### src/rtl/button_debounce_pkg.sv
// Shared types and helpers for the push-button debouncer.
// State encoding, LED count width and counter sizing live here.
package button_pkg;

    // Width of the event counter that drives the LED bank
    localparam int LED_W = 8;

    // Debouncer FSM states
    typedef enum logic [1:0] {
        ST_IDLE       = 2'd0,
        ST_PRESS_DB   = 2'd1,
        ST_HELD       = 2'd2,
        ST_RELEASE_DB = 2'd3
    } bd_state_e;

    // Ceiling log2: smallest r with 2**r >= v
    function automatic int clog2_f(input longint unsigned v);
        int r;
        r = 0;
        for (int i = 0; i < 63; i++) begin
            if ((64'd1 << i) < v) begin
                r = i + 1;
            end
        end
        return r;
    endfunction

    // Bits needed to hold the values 0..max_val (at least one)
    function automatic int cnt_width(input longint unsigned max_val);
        int w;
        w = clog2_f(max_val + 64'd1);
        return (w < 1) ? 1 : w;
    endfunction

endpackage

### src/rtl/button_debounce_sync_2ff.sv
// Two-flop synchronizer for asynchronous level inputs.
// Both flops take RST_VAL while reset is asserted.
module sync_2ff #(
    parameter int               WIDTH   = 1,
    parameter logic [WIDTH-1:0] RST_VAL = '0
) (
    input  logic             i_Clk,
    input  logic             i_Rst_n,
    input  logic [WIDTH-1:0] i_D,
    output logic [WIDTH-1:0] o_Q
);

    logic [WIDTH-1:0] r_Meta;
    logic [WIDTH-1:0] r_Sync;

    // First flop may go metastable; second flop gives it a cycle to settle
    always_ff @(posedge i_Clk or negedge i_Rst_n) begin
        if (!i_Rst_n) begin
            r_Meta <= RST_VAL;
            r_Sync <= RST_VAL;
        end else begin
            r_Meta <= i_D;
            r_Sync <= r_Meta;
        end
    end

    assign o_Q = r_Sync;

endmodule

### src/rtl/button_debounce.sv
// Push-button debouncer with press/release pulses, auto-repeat and an
// 8-bit event counter for the LED bank. All outputs are registered.
module button_debounce
    import button_pkg::*;
#(
    parameter int DEBOUNCE_CYCLES = 500000,
    parameter int REPEAT_DELAY    = 25000000,
    parameter int REPEAT_RATE     = 5000000
) (
    input  logic             i_Clk,
    input  logic             i_Rst_n,
    input  logic             i_Button,
    output logic             o_Level,
    output logic             o_Press,
    output logic             o_Release,
    output logic             o_Repeat,
    output logic [LED_W-1:0] o_Count
);

    localparam int RP_MAX = (REPEAT_DELAY > REPEAT_RATE) ?
                            REPEAT_DELAY : REPEAT_RATE;

    localparam int DB_W = cnt_width(64'(DEBOUNCE_CYCLES));
    localparam int RP_W = cnt_width(64'(RP_MAX));

    localparam logic [DB_W-1:0] DB_LAST  = DB_W'(DEBOUNCE_CYCLES);
    localparam logic [DB_W-1:0] DB_ONE   = DB_W'(1);
    localparam logic [RP_W-1:0] RP_DELAY = RP_W'(REPEAT_DELAY);
    localparam logic [RP_W-1:0] RP_RATE  = RP_W'(REPEAT_RATE);
    localparam logic [RP_W-1:0] RP_ONE   = RP_W'(1);

    // With a one-sample window the first differing sample is enough
    localparam bit DB_SINGLE = (DEBOUNCE_CYCLES <= 1);

    // Synchronized button level
    logic w_Sync;

    // Registered state
    bd_state_e        r_State;
    logic [DB_W-1:0]  r_Db_Cnt;
    logic [RP_W-1:0]  r_Rp_Cnt;
    logic             r_Rp_Armed;
    logic             r_Level;
    logic             r_Press;
    logic             r_Release;
    logic             r_Repeat;
    logic [LED_W-1:0] r_Count;

    // Next-state values
    bd_state_e        w_State_Nxt;
    logic [DB_W-1:0]  w_Db_Nxt;
    logic [RP_W-1:0]  w_Rp_Nxt;
    logic             w_Armed_Nxt;
    logic             w_Level_Nxt;
    logic             w_Press_Nxt;
    logic             w_Release_Nxt;
    logic             w_Repeat_Nxt;
    logic [LED_W-1:0] w_Count_Nxt;

    // Helper terms
    logic [DB_W-1:0]  w_Db_Inc;
    logic [RP_W-1:0]  w_Rp_Tgt;
    logic [RP_W-1:0]  w_Rp_Inc;
    logic             w_Db_Done;
    logic             w_Rp_Hit;
    logic             w_Accept_Press;
    logic             w_Accept_Release;

    sync_2ff #(
        .WIDTH   (1),
        .RST_VAL (1'b0)
    ) u_sync (
        .i_Clk   (i_Clk),
        .i_Rst_n (i_Rst_n),
        .i_D     (i_Button),
        .o_Q     (w_Sync)
    );

    // Saturating increments; the repeat target switches after the first pulse
    always_comb begin
        w_Db_Inc  = (r_Db_Cnt >= DB_LAST) ? DB_LAST : r_Db_Cnt + DB_ONE;
        w_Db_Done = (w_Db_Inc >= DB_LAST);
        w_Rp_Tgt  = r_Rp_Armed ? RP_RATE : RP_DELAY;
        w_Rp_Inc  = (r_Rp_Cnt >= w_Rp_Tgt) ? w_Rp_Tgt : r_Rp_Cnt + RP_ONE;
        w_Rp_Hit  = (w_Rp_Inc >= w_Rp_Tgt);
    end

    // FSM transitions, debounce window and repeat cadence
    always_comb begin
        w_State_Nxt      = r_State;
        w_Db_Nxt         = r_Db_Cnt;
        w_Rp_Nxt         = r_Rp_Cnt;
        w_Armed_Nxt      = r_Rp_Armed;
        w_Repeat_Nxt     = 1'b0;
        w_Accept_Press   = 1'b0;
        w_Accept_Release = 1'b0;

        unique case (r_State)
            ST_IDLE: begin
                w_Db_Nxt = '0;
                if (w_Sync) begin
                    if (DB_SINGLE) begin
                        w_Accept_Press = 1'b1;
                    end else begin
                        w_State_Nxt = ST_PRESS_DB;
                        w_Db_Nxt    = DB_ONE;
                    end
                end
            end
            ST_PRESS_DB: begin
                if (!w_Sync) begin
                    w_State_Nxt = ST_IDLE;
                    w_Db_Nxt    = '0;
                end else if (w_Db_Done) begin
                    w_Accept_Press = 1'b1;
                end else begin
                    w_Db_Nxt = w_Db_Inc;
                end
            end
            ST_HELD: begin
                if (!w_Sync) begin
                    if (DB_SINGLE) begin
                        w_Accept_Release = 1'b1;
                    end else begin
                        w_State_Nxt = ST_RELEASE_DB;
                        w_Db_Nxt    = DB_ONE;
                    end
                end else if (w_Rp_Hit) begin
                    w_Repeat_Nxt = 1'b1;
                    w_Rp_Nxt     = '0;
                    w_Armed_Nxt  = 1'b1;
                end else begin
                    w_Rp_Nxt = w_Rp_Inc;
                end
            end
            ST_RELEASE_DB: begin
                if (w_Sync) begin
                    // Glitch while held: resume with the repeat count untouched
                    w_State_Nxt = ST_HELD;
                    w_Db_Nxt    = '0;
                end else if (w_Db_Done) begin
                    w_Accept_Release = 1'b1;
                end else begin
                    w_Db_Nxt = w_Db_Inc;
                end
            end
            default: begin
                w_State_Nxt = ST_IDLE;
                w_Db_Nxt    = '0;
            end
        endcase

        if (w_Accept_Press) begin
            w_State_Nxt = ST_HELD;
            w_Db_Nxt    = '0;
            w_Rp_Nxt    = '0;
            w_Armed_Nxt = 1'b0;
        end

        if (w_Accept_Release) begin
            w_State_Nxt = ST_IDLE;
            w_Db_Nxt    = '0;
        end
    end

    // Output pulses, debounced level and the LED event counter
    always_comb begin
        w_Press_Nxt   = w_Accept_Press;
        w_Release_Nxt = w_Accept_Release;
        w_Level_Nxt   = r_Level;
        if (w_Accept_Press) begin
            w_Level_Nxt = 1'b1;
        end else if (w_Accept_Release) begin
            w_Level_Nxt = 1'b0;
        end
        w_Count_Nxt = r_Count;
        if (w_Accept_Press || w_Repeat_Nxt) begin
            w_Count_Nxt = r_Count + LED_W'(1);
        end
    end

    // State and counter registers
    always_ff @(posedge i_Clk or negedge i_Rst_n) begin
        if (!i_Rst_n) begin
            r_State    <= ST_IDLE;
            r_Db_Cnt   <= '0;
            r_Rp_Cnt   <= '0;
            r_Rp_Armed <= 1'b0;
        end else begin
            r_State    <= w_State_Nxt;
            r_Db_Cnt   <= w_Db_Nxt;
            r_Rp_Cnt   <= w_Rp_Nxt;
            r_Rp_Armed <= w_Armed_Nxt;
        end
    end

    // Registered outputs
    always_ff @(posedge i_Clk or negedge i_Rst_n) begin
        if (!i_Rst_n) begin
            r_Level   <= 1'b0;
            r_Press   <= 1'b0;
            r_Release <= 1'b0;
            r_Repeat  <= 1'b0;
            r_Count   <= '0;
        end else begin
            r_Level   <= w_Level_Nxt;
            r_Press   <= w_Press_Nxt;
            r_Release <= w_Release_Nxt;
            r_Repeat  <= w_Repeat_Nxt;
            r_Count   <= w_Count_Nxt;
        end
    end

    assign o_Level   = r_Level;
    assign o_Press   = r_Press;
    assign o_Release = r_Release;
    assign o_Repeat  = r_Repeat;
    assign o_Count   = r_Count;

endmodule

### config.mk
export PLATFORM = sky130hd
export DESIGN_NAME = button_debounce
export DESIGN_NICKNAME = d
export VERILOG_FILES = /design/src/rtl/button_debounce_pkg.sv /design/src/rtl/button_debounce_sync_2ff.sv /design/src/rtl/button_debounce.sv
export SDC_FILE = /design/constraint.sdc
export NUM_CORES = 1
export LEC_CHECK = 0
export CORE_MARGIN = 5
export CORE_UTILIZATION = 45
export DETAILED_ROUTE_END_ITERATION = 16
export GPL_ROUTABILITY_DRIVEN = 0
export PLACE_DENSITY = 0.65
export SLEW_MARGIN = 40
export SYNTH_ARGS = -nofsm -noshare
export SYNTH_HDL_FRONTEND = slang
export SYNTH_SLANG_ARGS = --single-unit
### constraint.sdc
create_clock -name i_Clk -period 4.75 [get_ports i_Clk]
set_clock_uncertainty 0.05 [all_clocks]
set_input_delay 1.1875 -clock i_Clk [delete_from_list [all_inputs] [get_ports i_Clk]]
set_output_delay 1.1875 -clock i_Clk [all_outputs]
set_load 0.1 [all_outputs]
==> flow_summary.html <==
<table>
<tr><th>Metric</th><th>Value</th></tr>
<tr><th colspan="2">Route</th></tr>
<tr><td>Routed Antenna Nets</td><td>0</td></tr>
<tr><td>Average vias per placed instance</td><td>5.96</td></tr>
<tr><td>Remaining routing DRC violations</td><td>0</td></tr>
<tr><td>Overall routed net length</td><td>10100 um</td></tr>
<tr><td>Detailed-route wire length per cell</td><td>16.5 um</td></tr>
<tr><td>Number of iterations in the first detailed-routing pass</td><td>5</td></tr>
<tr><td>Vias</td><td>3655</td></tr>
<tr><td>Initial detailed-routing violation count</td><td>180</td></tr>
<tr><th colspan="2">Critical path</th></tr>
<tr><td>Worst-path fanout max</td><td>13</td></tr>
<tr><td>CP max-delay cell</td><td>or4_1</td></tr>
<tr><td>Sort of element at the start of the critical path</td><td>register</td></tr>
<tr><td>Count of buffering cells on the critical path with inverters included</td><td>1</td></tr>
<tr><td>Setup Crit Path Kind</td><td>register to register</td></tr>
<tr><td>Cell family with the largest share of critical-path delay</td><td>compound AO/OA/AOI/OAI gates</td></tr>
<tr><td>Worst-path cell chain</td><td>inv_1 &gt; ha_1 &gt; o21a_1 &gt; o2111a_1 &gt; o31ai_2 &gt; a21o_1 &gt; nor2_1 &gt; a21oi_1 &gt; ha_1 &gt; o21ai_0 &gt; a221oi_1 &gt; o41a_1 &gt; o21ai_2 &gt; nand3_1 &gt; or4_1 &gt; o211ai_1</td></tr>
<tr><td>Top cell by count, worst path</td><td>ha_1</td></tr>
<tr><td>Data arrival time of the worst path</td><td>4.41 ns</td></tr>
<tr><td>Worst endpoint required time</td><td>4.97 ns</td></tr>
<tr><td>Crit. End Element</td><td>register</td></tr>
<tr><td>Crit-path max cell delay</td><td>0.50 ns</td></tr>
<tr><th colspan="2">Clock tree</th></tr>
<tr><td>Hold bufs inserted after CTS</td><td>0</td></tr>
<tr><td>Worst skew pair latency</td><td>0.35 ns</td></tr>
<tr><td>CTS-repair resized insts</td><td>0</td></tr>
<tr><td>Cell at the root of the clock tree</td><td>clkbuf_8</td></tr>
<tr><td>Inserted Clock Buffers</td><td>9</td></tr>
<tr><td>CTS sink cnt</td><td>61</td></tr>
<tr><td>Post-CTS setup repair buffer count</td><td>0</td></tr>
<tr><td>Clock tree from TritonCTS</td><td>built</td></tr>
<tr><td>Clock-pin transition on the worst setup and hold timing paths</td><td>0.08 ns</td></tr>
<tr><td>Number of H-tree levels</td><td>3</td></tr>
<tr><td>Maximum clock path buffer count</td><td>2</td></tr>
<tr><th colspan="2">Final layout</th></tr>
<tr><td>Synth-to-Final Area Change</td><td>9.75%</td></tr>
<tr><td>Share of post-route cells with drive strength above 1</td><td>10.6%</td></tr>
<tr><td>Area taken by multi-input logic gates</td><td>2470 um^2</td></tr>
<tr><td>N_diodes</td><td>0</td></tr>
<tr><td>Flip-flop and latch area</td><td>1530 um^2</td></tr>
<tr><td>NumNets Final</td><td>521</td></tr>
<tr><td>Number of fillers in the final layout</td><td>837</td></tr>
<tr><th colspan="2">Placed design</th></tr>
<tr><td>Half-perimeter wire length of the detailed placement result</td><td>7120 um</td></tr>
<tr><td>Worst Setup Slack post-DPL</td><td>0.607 ns</td></tr>
<tr><td>Quantity of I/O buffers inserted on ports</td><td>14</td></tr>
<tr><th colspan="2">Synthesis</th></tr>
<tr><td>Gate count after technology mapping</td><td>486</td></tr>
<tr><td>Flip-flop cell with the highest count after synthesis</td><td>dfrtp_1</td></tr>
<tr><td>Cell types with the largest area share after synthesis</td><td>dfrtp_1, ha_1, o21ai_0, nand2_1, nand3_1</td></tr>
<tr><td>Top cell type's share of synthesized area</td><td>36.6%</td></tr>
<tr><td>Top post-synthesis cells by count</td><td>dfrtp_1, nand2_1, o21ai_0</td></tr>
<tr><td>Combined area of all synthesized cells</td><td>4170 um^2</td></tr>
<tr><td>Cell type with the highest aggregate area in the netlist</td><td>dfrtp_1</td></tr>
<tr><td>Total of flip-flops plus latches after synthesis</td><td>61</td></tr>
<tr><td>Mean post-synth cell area</td><td>8.58 um^2</td></tr>
<tr><td>Post-Syn Nets</td><td>510</td></tr>
<tr><td>Synth warn</td><td>0</td></tr>
<tr><td>Share of synthesized area occupied by flip-flops and latches</td><td>36.6%</td></tr>
<tr><td>Post-synth EDFFs</td><td>0</td></tr>
<tr><td>Most common cell in the netlist</td><td>dfrtp_1</td></tr>
<tr><td>Unique masters post-synth</td><td>62</td></tr>
<tr><td>Proportion of synthesized flip-flops having asynchronous set or reset</td><td>100%</td></tr>
<tr><th colspan="2">Die</th></tr>
<tr><td>Area of the die</td><td>11300 um^2</td></tr>
<tr><td>Horizontal die dimension</td><td>106 um</td></tr>
<tr><td>Initial core utilization</td><td>45.6%</td></tr>
<tr><td>IO Pins</td><td>15</td></tr>
<tr><td>Core area</td><td>9150 um^2</td></tr>
<tr><td>Vertical die dimension</td><td>106 um</td></tr>
<tr><td>Cell row count</td><td>35</td></tr>
<tr><th colspan="2">STA</th></tr>
<tr><td>Post-route fraction of the period consumed by the critical path</td><td>88.3%</td></tr>
<tr><td>Worst-margin pin slew</td><td>0.714 ns</td></tr>
<tr><td>Final hold slack</td><td>0.302 ns</td></tr>
<tr><td>Final worst setup slack</td><td>0.558 ns</td></tr>
<tr><td>Setup repair after global routing missed its margin</td><td>no</td></tr>
<tr><td>Final number of max-transition violations</td><td>0</td></tr>
<tr><td>Final sum of negative setup slack</td><td>0 ns</td></tr>
<tr><td>Maximum clock rate</td><td>0.239 GHz</td></tr>
<tr><td>Final-report hold violation count</td><td>0</td></tr>
<tr><td>Max-slew headroom at the worst pin</td><td>52.2%</td></tr>
<tr><td>Setup violation total in the final timing report</td><td>0</td></tr>
<tr><td>Minimum clock period after layout</td><td>4.19 ns</td></tr>
<tr><th colspan="2">Pwr</th></tr>
<tr><td>Leakage power of the design</td><td>2.09 nW</td></tr>
<tr><td>VDD IR max</td><td>0.158 mV</td></tr>
<tr><td>Power density normalized to cell area</td><td>235 nW/um^2</td></tr>
<tr><td>Total design power</td><td>1.08 mW</td></tr>
<tr><th colspan="2">GRT</th></tr>
<tr><td>Total grt overflow</td><td>0</td></tr>
<tr><td>All-Layer GR Usage</td><td>18.8%</td></tr>
<tr><td>First-pass GRT wire length</td><td>17400 um</td></tr>
<tr><td>Number of global-route vias before repair</td><td>3492</td></tr>
<tr><td>Antenna violations before repair</td><td>0</td></tr>
<tr><td>Pin count of the biggest net entering global routing</td><td>41</td></tr>
<tr><th colspan="2">Run status</th></tr>
<tr><td>Result of the run</td><td>completed</td></tr>
<tr><th colspan="2">Flow run</th></tr>
<tr><td>Max-cap violations</td><td>0</td></tr>
<tr><th colspan="2">Hold path</th></tr>
<tr><td>Class of the tightest hold or removal check</td><td>register to register</td></tr>
</table>
-- placed cells by master, fill, tap and decap left out, types with 3 or more instances in the layout --
master | Yosys | routed
a211oi_1 | 4 | 4
a21o_1 | 7 | 7
a21oi_1 | 19 | 19
a22o_1 | 12 | 12
a31oi_1 | 14 | 13
and2_1 | 10 | 9
and3_1 | 9 | 9
and4_1 | 6 | 6
buf_2 | 9 | 12
buf_4 | 0 | 9
clkbuf_8 | 0 | 10
dfrtp_1 | 61 | 61
ha_1 | 21 | 21
inv_1 | 18 | 18
nand2_1 | 50 | 50
nand3_1 | 28 | 28
nand4_1 | 11 | 11
nand4b_1 | 4 | 4
nor2_1 | 37 | 37
nor2b_1 | 6 | 6
nor3_1 | 12 | 12
nor4_1 | 5 | 5
o211ai_1 | 7 | 7
o21ai_0 | 40 | 40
o31ai_1 | 6 | 6
or2_2 | 3 | 3
or3_1 | 6 | 6
xnor2_1 | 10 | 10
xor2_1 | 16 | 16
-- final timing paths --
| kind | cells after the start | slack, ns | to | start |
|---|---|---|---|---|
| hold reg to reg | 0 | 0.30 | u_sync.o_Q | u_sync.r_Meta |
| hold / removal | 0 | 0.30 | u_sync.o_Q | u_sync.r_Meta |
| setup / recovery | 16 | 0.56 | r_Rp_Cnt[4] | r_Rp_Armed |
| max in group asynchronous | 2 | 3.20 | r_Db_Cnt[14] | i_Rst_n |
| setup reg to reg | 16 | 0.56 | r_Rp_Cnt[4] | r_Rp_Armed |
| min in group asynchronous | 1 | 0.76 | r_Db_Cnt[11] | i_Rst_n |
-- worst reg2reg max path: stages, from the launching register on --
cell and delay (ns):
dfrtp_1 0.38, inv_1 0.19, ha_1 0.28, o21a_1 0.11, o2111a_1 0.23, o31ai_2 0.25, a21o_1 0.39, nor2_1 0.19
a21oi_1 0.21, ha_1 0.27, o21ai_0 0.09, a221oi_1 0.07, o41a_1 0.47, o21ai_2 0.17, nand3_1 0.16, or4_1 0.50
o211ai_1 0.10
-- report_power, final --
group / total [mW] / internal, mW / switching, mW / leakage, nW
Sequential: 0.525 / 0.521 / 0.00311 / 0.843
Clock: 0.529 / 0.309 / 0.220 / 0.112
Combinational: 0.0231 / 0.00600 / 0.0171 / 1.13
-- routing by layer --
| layer | track usage (%) | part of all wire [%] |
|---|---|---|
| met4 | 4.53 | 1.3 |
| met5 | 0 | 0 |
| met2 | 28.9 | 46 |
| met1 | 27.2 | 48 |
| met3 | 3.89 | 4.3 |
-- final cells by class --
type | count | share of cell area, %
Multi-Input combinational cell | 384 | 54.0
Sequential cell | 61 | 33.3
Timing Repair Buffer | 23 | 3.25
Tap cell | 111 | 3.03
Clock buffer | 10 | 3.01
Clock inverter | 6 | 1.89
Inverter | 18 | 1.48
-- per-stage QoR --
step | cells | utilization (%) | area (um^2)
after floorplan | 486 | - | 4170
after global placement | 596 | 48.0 | 4390
after detailed placement | 596 | 47.4 | 4340
after CTS | 612 | 49.9 | 4570
after global routing | 613 | 50.0 | 4580
final | 613 | 50.0 | 4580
-- flip-flops by register name, summed over array words and instances (netlist names) --
signal	cells
r_Rp_Cnt	25
o_Repeat	1
r_State	2
o_Release	1
o_Level	1
r_Db_Cnt	19
o_Count	8
u_sync.r_Meta	1
o_Press	1
r_Rp_Armed	1
u_sync.o_Q	1
-- kinds of logic (layout without fill, tap and decap cells) --
| kind of cell | Yosys count | count (layout) | share of synthesized area, % |
|---|---|---|---|
| xor+xnor | 26 | 26 | 5.46 |
| flops | 61 | 61 | 36.6 |
| fa+ha+maj | 21 | 21 | 6.30 |
| buf+inv | 41 | 57 | 4.32 |
| simple gates | 198 | 198 | 24.4 |
| compound gates | 135 | 135 | 21.8 |
| mux | 4 | 4 | 1.05 |
(Power assumes the default switching activity.)
